===== src/rtl/div_pkg.sv =====
// Shared definitions for the restoring-divider controller: state encoding, default width, counter sizing.
// Imported by ctrl_div and cnt_div; holds no logic.
package div_pkg;

  localparam int DIV_WIDTH = 16;

  typedef enum logic [2:0] {
    IDLE  = 3'd0,
    INIT  = 3'd1,
    SHIFT = 3'd2,
    CHECK = 3'd3,
    DONE  = 3'd4
  } state_t;

  function automatic int cnt_width(input int width);
    return $clog2(width + 1);
  endfunction

  localparam int DIV_CNT_W = cnt_width(DIV_WIDTH);

endpackage


===== src/rtl/ctrl_div_if.sv =====
// Host/datapath-facing bundle of the divider controller; master = host + datapath, slave = controller.
// Strobes are registered in the controller; the datapath is expected to act on them at the negedge.
interface ctrl_div_if #(
  parameter int WIDTH = 16
);
  logic             start;
  logic             a_ge_d;
  logic             dvsr_zero;
  logic             init;
  logic             sh;
  logic             load_A;
  logic [WIDTH-1:0] quotient;
  logic             busy;
  logic             done;
  logic             err;

  modport master (
    output start, a_ge_d, dvsr_zero,
    input  init, sh, load_A, quotient, busy, done, err
  );

  modport slave (
    input  start, a_ge_d, dvsr_zero,
    output init, sh, load_A, quotient, busy, done, err
  );
endinterface


===== src/rtl/cnt_div.sv =====
// Iteration counter: clear, enable, terminal flag at WIDTH-1; wraps to 0 after the terminal count.
// Single-cycle update, no backpressure.
module cnt_div #(
  parameter int WIDTH = 16,
  parameter int CNT_W = 5
) (
  input  logic clk,
  input  logic rst,
  input  logic clr,
  input  logic en,
  output logic last
);
  logic [CNT_W-1:0] cnt;

  assign last = (cnt == CNT_W'(WIDTH - 1));

  always_ff @(posedge clk or negedge rst) begin
    if (!rst) begin
      cnt <= '0;
    end else if (clr) begin
      cnt <= '0;
    end else if (en) begin
      cnt <= last ? '0 : cnt + 1'b1;
    end
  end
endmodule


===== src/rtl/ctrl_div.sv =====
// Restoring-divider sequencer: INIT, WIDTH x (SHIFT, CHECK), DONE; done 2*WIDTH+2 cycles after start.
// Starts arriving outside IDLE are dropped; DIV_ZERO_EN enables the divide-by-zero early exit.
module ctrl_div
  import div_pkg::*;
#(
  parameter int WIDTH = DIV_WIDTH,
  parameter int CNT_W = cnt_width(WIDTH)
) (
  input  logic         clk,
  input  logic         rst,
  ctrl_div_if.slave    bus
);
  state_t state;
  logic   ge_q;
  logic   last;

  cnt_div #(
    .WIDTH (WIDTH),
    .CNT_W (CNT_W)
  ) u_cnt (
    .clk  (clk),
    .rst  (rst),
    .clr  (state == INIT),
    .en   (state == CHECK),
    .last (last)
  );

  // Strobes are registered alongside the next state so they decode purely from flops.
  always_ff @(posedge clk or negedge rst) begin
    if (!rst) begin
      state        <= IDLE;
      ge_q         <= 1'b0;
      bus.init     <= 1'b0;
      bus.sh       <= 1'b0;
      bus.load_A   <= 1'b0;
      bus.busy     <= 1'b0;
      bus.done     <= 1'b0;
      bus.err      <= 1'b0;
      bus.quotient <= '0;
    end else begin
      bus.init   <= 1'b0;
      bus.sh     <= 1'b0;
      bus.load_A <= 1'b0;
      bus.done   <= 1'b0;
      case (state)
        IDLE: begin
          if (bus.start) begin
            state    <= INIT;
            bus.init <= 1'b1;
            bus.busy <= 1'b1;
          end
        end
        INIT: begin
          bus.quotient <= '0;
          bus.err      <= 1'b0;
          state        <= SHIFT;
          bus.sh       <= 1'b1;
`ifdef DIV_ZERO_EN
          if (bus.dvsr_zero) begin
            bus.err      <= 1'b1;
            bus.quotient <= '1;
            state        <= DONE;
            bus.sh       <= 1'b0;
            bus.done     <= 1'b1;
            bus.busy     <= 1'b0;
          end
`endif
        end
        SHIFT: begin
          // A settled at the negedge inside SHIFT; it moves again inside CHECK.
          ge_q       <= bus.a_ge_d;
          bus.load_A <= bus.a_ge_d;
          state      <= CHECK;
        end
        CHECK: begin
          bus.quotient <= {bus.quotient[WIDTH-2:0], ge_q};
          if (last) begin
            state    <= DONE;
            bus.done <= 1'b1;
            bus.busy <= 1'b0;
          end else begin
            state  <= SHIFT;
            bus.sh <= 1'b1;
          end
        end
        DONE: begin
          state <= IDLE;
        end
        default: begin
          state    <= IDLE;
          bus.busy <= 1'b0;
        end
      endcase
    end
  end
endmodule


===== src/flat_wrapper.sv =====
// flat-port wrapper written by rule: the top's interface ports become plain ports
module ctrl_div_flat import div_pkg::*;
#(
  parameter int WIDTH = DIV_WIDTH,
  parameter int CNT_W = cnt_width(WIDTH)
)
  (clk, rst, bus_start, bus_a_ge_d, bus_dvsr_zero, bus_init, bus_sh, bus_load_A, bus_quotient, bus_busy, bus_done, bus_err);
  ctrl_div_if #(.WIDTH(WIDTH)) bus_i ();
  input  logic clk;
  input  logic rst;
  input wire logic [$bits(bus_i.start)-1:0] bus_start;
  input wire logic [$bits(bus_i.a_ge_d)-1:0] bus_a_ge_d;
  input wire logic [$bits(bus_i.dvsr_zero)-1:0] bus_dvsr_zero;
  output wire logic [$bits(bus_i.init)-1:0] bus_init;
  output wire logic [$bits(bus_i.sh)-1:0] bus_sh;
  output wire logic [$bits(bus_i.load_A)-1:0] bus_load_A;
  output wire logic [$bits(bus_i.quotient)-1:0] bus_quotient;
  output wire logic [$bits(bus_i.busy)-1:0] bus_busy;
  output wire logic [$bits(bus_i.done)-1:0] bus_done;
  output wire logic [$bits(bus_i.err)-1:0] bus_err;
  assign bus_i.start = bus_start;
  assign bus_i.a_ge_d = bus_a_ge_d;
  assign bus_i.dvsr_zero = bus_dvsr_zero;
  assign bus_init = bus_i.init;
  assign bus_sh = bus_i.sh;
  assign bus_load_A = bus_i.load_A;
  assign bus_quotient = bus_i.quotient;
  assign bus_busy = bus_i.busy;
  assign bus_done = bus_i.done;
  assign bus_err = bus_i.err;
  ctrl_div #(.WIDTH(WIDTH), .CNT_W(CNT_W)) u_core (.clk(clk), .rst(rst), .bus(bus_i));
endmodule

===== config.mk =====
export PLATFORM = sky130hd
export DESIGN_NAME = ctrl_div_flat
export DESIGN_NICKNAME = d
export VERILOG_FILES = /design/src/rtl/div_pkg.sv /design/src/rtl/ctrl_div_if.sv /design/src/rtl/cnt_div.sv /design/src/rtl/ctrl_div.sv /design/src/flat_wrapper.sv
export SDC_FILE = /design/constraint.sdc
export NUM_CORES = 1
export LEC_CHECK = 0
export CORE_MARGIN = 10
export CORE_UTILIZATION = 54
export CTS_CLUSTER_DIAMETER = 200
export DETAILED_ROUTE_END_ITERATION = 8
export DONT_BUFFER_PORTS = 1
export GPL_TIMING_DRIVEN = 0
export PLACE_DENSITY = 0.72
export SLEW_MARGIN = 20
export SYNTH_ARGS = -nofsm -noshare
export SYNTH_HDL_FRONTEND = slang
export SYNTH_SLANG_ARGS = --single-unit

===== constraint.sdc =====
create_clock -name clk -period 1.2 [get_ports clk]
set_clock_uncertainty 0.05 [all_clocks]
set_input_delay 0.18 -clock clk [delete_from_list [all_inputs] [get_ports clk]]
set_output_delay 0.18 -clock clk [all_outputs]
set_load 0.02 [all_outputs]

== Yosys cells after proc, flatten, opt, wreduce, memory -nomap -nowiden ==
Cells that the tools add are included.

* Input bits: 5
* Register bits after elaboration: 30
* Word-level logic and storage cells: 39
* Output and inout port bits: 22

* Bitwise gates (word level): 1
* Mux-type cells: 17
* Eq/ne operators: 7
* $add $sub $neg: 1
* Reductions and logical operators: 4

{| class="wikitable"
|+ Operators with widths
! kind !! count
|-
| case mux 16 bit (2 select lines) || 1
|-
| 2-to-1 mux 5 bit || 3
|-
| case mux 3 bit (4 select lines) || 1
|-
| 2-to-1 mux 1 bit || 8
|-
| == test 3 x 2 -> 1 bit, second input constant || 2
|-
| 2-to-1 mux 3 bit || 2
|-
| adder 5 x 1 -> 5 bit, second input constant || 1
|-
| == test 5 x 4 -> 1 bit, second input constant || 1
|-
| == test 3 x 1 -> 1 bit, second input constant || 1
|-
| == test 3 bit, second input constant || 1
|-
| logical NOT 3 bit || 1
|-
| case mux 1 bit (3 select lines) || 1
|-
| AND reduction 3 bit || 1
|-
| OR reduction 3 bit || 1
|-
| != test 2 x 1 -> 1 bit, second input constant || 1
|-
| != test 2 bit, second input constant || 1
|-
| case mux 1 bit (2 select lines) || 1
|-
| nonzero test 2 bit || 1
|-
| NOT 1 bit || 1
|}

== Depth between registers and ports, before layout ==
* Word-level depth: 4
* Mapped depth: 5
* Mapped depth without buffers: 5

== Cells and area by module ==
From an unflattened synthesis, not the netlist that was laid out.

* Cells, all modules: 126
* Area, all modules: 1,295.0 sq um

{| class="wikitable"
|+ Modules (own cells, without submodules)
! module !! times used !! area each (sq um) !! cells an instance !! sequential area each (sq um)
|-
| ctrl_div || 1 || 1,047.3 || 102 || 625.6
|-
| cnt_div || 1 || 247.7 || 24 || 125.1
|}

== Worst setup path before layout ==
Ideal clock, no wire load.

* Path type: register to register
* Start: reg u_core.u_cnt.cnt[0]
* End: reg u_core.bus.busy
* Clock period less this slack: 1.230 ns
* Data arrival time: 1.062 ns
* Setup slack: -0.030 ns
* Data required time: 1.032 ns
* Path buffers: 0
* Cell stages (with the launch flop): 6
* Cells stage by stage: dfrtp_1 > ha_1 > nand3_1 > nor2_1 > a21oi_1 > a21o_1

* Cells in the longest elaborated chain, start to end: 3

{| class="wikitable"
|+ RTL lines
! item !! line !! text
|-
| from (decl) || cnt_div.sv:13 || <nowiki>logic [CNT_W-1:0] cnt;</nowiki>
|-
| from (signal assigned) || cnt_div.sv:23 || <nowiki>cnt <= last ? '0 : cnt + 1'b1;</nowiki>
|-
| == test 5 x 4 -> 1 bit || cnt_div.sv:15 || <nowiki>assign last = (cnt == CNT_W'(WIDTH - 1));</nowiki>
|-
| != test 2 x 1 -> 1 bit (no source line) || -- ||
|-
| AND reduction 3 bit (no source line) || -- ||
|-
| to (signal assigned) || ctrl_div.sv:36 || <nowiki>bus.busy <= 1'b0;</nowiki>
|-
| to (signal assigned) || ctrl_div.sv:50 || <nowiki>bus.busy <= 1'b1;</nowiki>
|-
| to (signal assigned) || ctrl_div.sv:80 || <nowiki>bus.busy <= 1'b0;</nowiki>
|-
| to (decl) || ctrl_div_if.sv:24 || <nowiki>output init, sh, load_A, quotient, busy, done, err</nowiki>
|}

Every way passes these cells.
A chain may end at the register's enable or synchronous reset.

== Worst setup path after layout ==
* Start: reg u_core.state[0]
* End: reg u_core.u_cnt.cnt[2]

* Cells in the longest elaborated chain, start to end: 2
* Elaborated cells on any way between the ends: 4
* Classes of those cells: eq/ne: 2; mux: 1; reduce/logical: 1

{| class="wikitable"
|+ RTL lines
! item !! line !! text
|-
| from (decl) || ctrl_div.sv:13 || <nowiki>state_t state;</nowiki>
|-
| from (signal assigned) || ctrl_div.sv:31 || <nowiki>state <= IDLE;</nowiki>
|-
| from (signal assigned) || ctrl_div.sv:48 || <nowiki>state <= INIT;</nowiki>
|-
| from (signal assigned) || ctrl_div.sv:56 || <nowiki>state <= SHIFT;</nowiki>
|-
| == test 3 x 1 -> 1 bit or == test 3 x 2 -> 1 bit (tied branches) || ctrl_div.sv:23, ctrl_div.sv:24 ||
|-
| 2-to-1 mux 5 bit or nonzero test 2 bit (tied branches) || -- ||
|}

Several ways; a longest one is shown, not always the timed one.

==> out/metrics.yaml <==
rsz0062_at_grt: "true"
status: "finished, final reports clean"
synth_top_cell_area_share_pct: 61.3
antenna_cells: 0
setup_viol: 0
gr-usage-all-layers_pct: 12.8
finalMaxSlewViolations: 0
endpoint_kind: "register"
syn_area_um2: 1220
core_um2: 2190
wl_per_cell_um: 15.0
synth_seq_area_share_pct: 61.3
syn2layout_area_growth_pct: 23.5
drtAntennaViolNets: 0
cp.arrival_ps: 1330
fin_crit_sh_pct: 98.0
grt_first_pass_wirelength_um: 4420
drive_gt1_share_pct: 24.0
viasPerCell: 5.35
yosysWarnings: 0
final_nets: 151
clock-sinks: 30
min_period_ps: 1180
drtIter0Drc: 33
swShare_pct: 43.5
clkTransAtPathRegs_ps: 90
grt_pass1_vias: 900
top_register: "u_core.bus.quotient"
finalHoldViolations: 0
rows: 17
die_h_um: 67.6
crit_type: "reg -> reg"
synth_cell_type_count: 23
synth_cells: 127
route.detailed.drc: 0
dp_hpwl_um: 1710
cts-buffers-inserted: 5
num-fill-cells: 181
numPortBuffers: 0
h-tree-depth: 2
hold_class: "in -> reg"
crit_fanout: 8
synth_seq_cells: 30
synth.avg_cell_area_um2: 9.65
top_regs: "u_core.bus.quotient (16), u_core.u_cnt.cnt (5), u_core.state (3)"
grt_overflow: 0
via_count: 931
cts-root-buf: "clkbuf_4"
ioPinCount: 27
clk_latency_ps: 320
placed_cell_area_um2: 1270
utilization_pct: 69.0
finalWirelength_um: 2620
seqPwrFrac_pct: 49.8
drv_cap: 0
required_ps: 1350
ir_worst_vdd_v: 0.00167
yosysTopAreaCell: "dfrtp_1"
p_per_area_nw_per_um2: 2780
leakagePower_nw: 0.702
drt_pre_antenna_iters: 4
synthesis.nets: 133
p_sw_w: 0.00183
final_common_cell: "nand2_1"
place.gp.congestion: 0.692
p_int_w: 0.00237
start_util_pct: 55.9
most-common-layout-cells: "38 x nand2_1, 29 x dfrtp_1, 10 x o21ai_0, 10 x o21ai_1, 9 x buf_4"
max-clock-path-buffers: 2
startpoint_type: "register"
largest_reg_flops: 16
finish.instance_area_um2: 1510
die_w_um: 67.6
pwr-share-comb_pct: 35.3
grt_max_degree: 31
synth_area_leaders: "dfrtp_1 61%, nand2_1 12%, o21ai_0 8.2%"
antenna_found_initial: 0
power_frac_clock_pct: 14.9
fmax_mhz: 850
cts_tree: "done"
die-area_um2: 4570
## cell families (layout without fill, tap and decap cells)
logic type	Yosys count	count (layout)	synth area share, %
AND/OR/NAND/NOR	51	51	17.3
AO/OA/AOI/OAI	32	32	14.0
flip-flops	30	30	61.3
buffers and inverters	11	30	5.31
adder cells (fa/ha/maj)	1	1	1.02
other	1	1	0.306
multiplexers	1	1	0.817
## layout make-up
class | instances | area, µm² | share of cell area, %
clock inverter | 1 | 5.00 | 0.331
buffer | 9 | 80.1 | 5.29
multi-input combinational | 86 | 475 | 31.4
sequential | 30 | 752 | 49.7
clock buffer | 7 | 55.1 | 3.64
inverter | 2 | 7.51 | 0.496
timing repair buffer | 11 | 103 | 6.78
tap | 28 | 35.0 | 2.32
## routing by layer
layer,part of all wire (%),up-vias,track usage (%),wire length (µm)
met1,43,447,16.1,1120
met2,48,18,18.4,1260
met4,2.1,0,6.92,56
met5,0,-,0,0
met3,7.0,7,4.96,184
li1,-,459,-,-
## synthesized netlist by cell type
master    instances
a21o_1            3
a21oi_1           5
a31oi_1           1
and3_1            2
buf_2             4
buf_4             1
buf_6             2
clkbuf_1          2
conb_1            1
dfrtp_1          30
ha_1              1
inv_1             2
mux2i_1           1
nand2_1          38
nand2b_1          1
nand3_1           2
nor2_1            3
nor2b_1           1
nor3_1            2
nor4_1            2
o21a_1            1
o21ai_0          20
o21ai_1           2
## power by group through the flow
stage | clock network [W] | logic (W) | registers [W]
finish | 0.000626 | 0.00148 | 0.00209
CTS | 0.000638 | 0.00129 | 0.00209
global placement | 0 | 0.00106 | 0.00209
detailed placement | 0 | 0.00109 | 0.00210
global route | 0.000697 | 0.00170 | 0.00216
floorplan | 0 | 0.000888 | 0.00199
## worst max-delay path: stages (launching register included)
cell	delay [ps]
dfrtp_2	470
nand2b_4	90
buf_6	130
nor2_1	40
mux2i_1	180
o21ai_1	100
## worst paths after layout
path / startpoint / endpoint / slack [ps] / cells past startpoint
max in group asynchronous: rst / u_core.state[0] / 700 / 2
worst min-delay path: bus_start / u_core.bus.busy / 160 / 3
min in group asynchronous: rst / u_core.bus.load_A / 240 / 2
worst min register to register: u_core.ge_q / u_core.ge_q / 460 / 1
worst max-delay path: u_core.state[0] / u_core.u_cnt.cnt[2] / 20 / 5
worst max register to register: u_core.state[0] / u_core.u_cnt.cnt[2] / 20 / 5
## stage by stage
step	std cells	power [W]	setup WS, ps	TNS [ps]	hold WS [ps]
after CTS	169	0.00402	-0.625	-0.625	4.98
after global placement	155	0.00315	-88.3	-977	-164
final	174	0.00420	23.5	0	164
after global routing	174	0.00456	-53.9	-126	207
after floorplan	127	0.00288	6.40	0	-166
after detailed placement	155	0.00319	-130	-1410	-164
## timing repair
| item | in CTS | in global routing |
|---|---|---|
| setup buffers | 3 | 4 |
| setup endpoints to repair | 18 | 23 |
| hold buffers | 3 | 1 |
| pin swaps | 2 | 1 |
| resized for setup | 11 | 23 |
| endpoints found under the hold margin | 32 | 1 |
No activity file was read; power rests on OpenSTA's default activity.
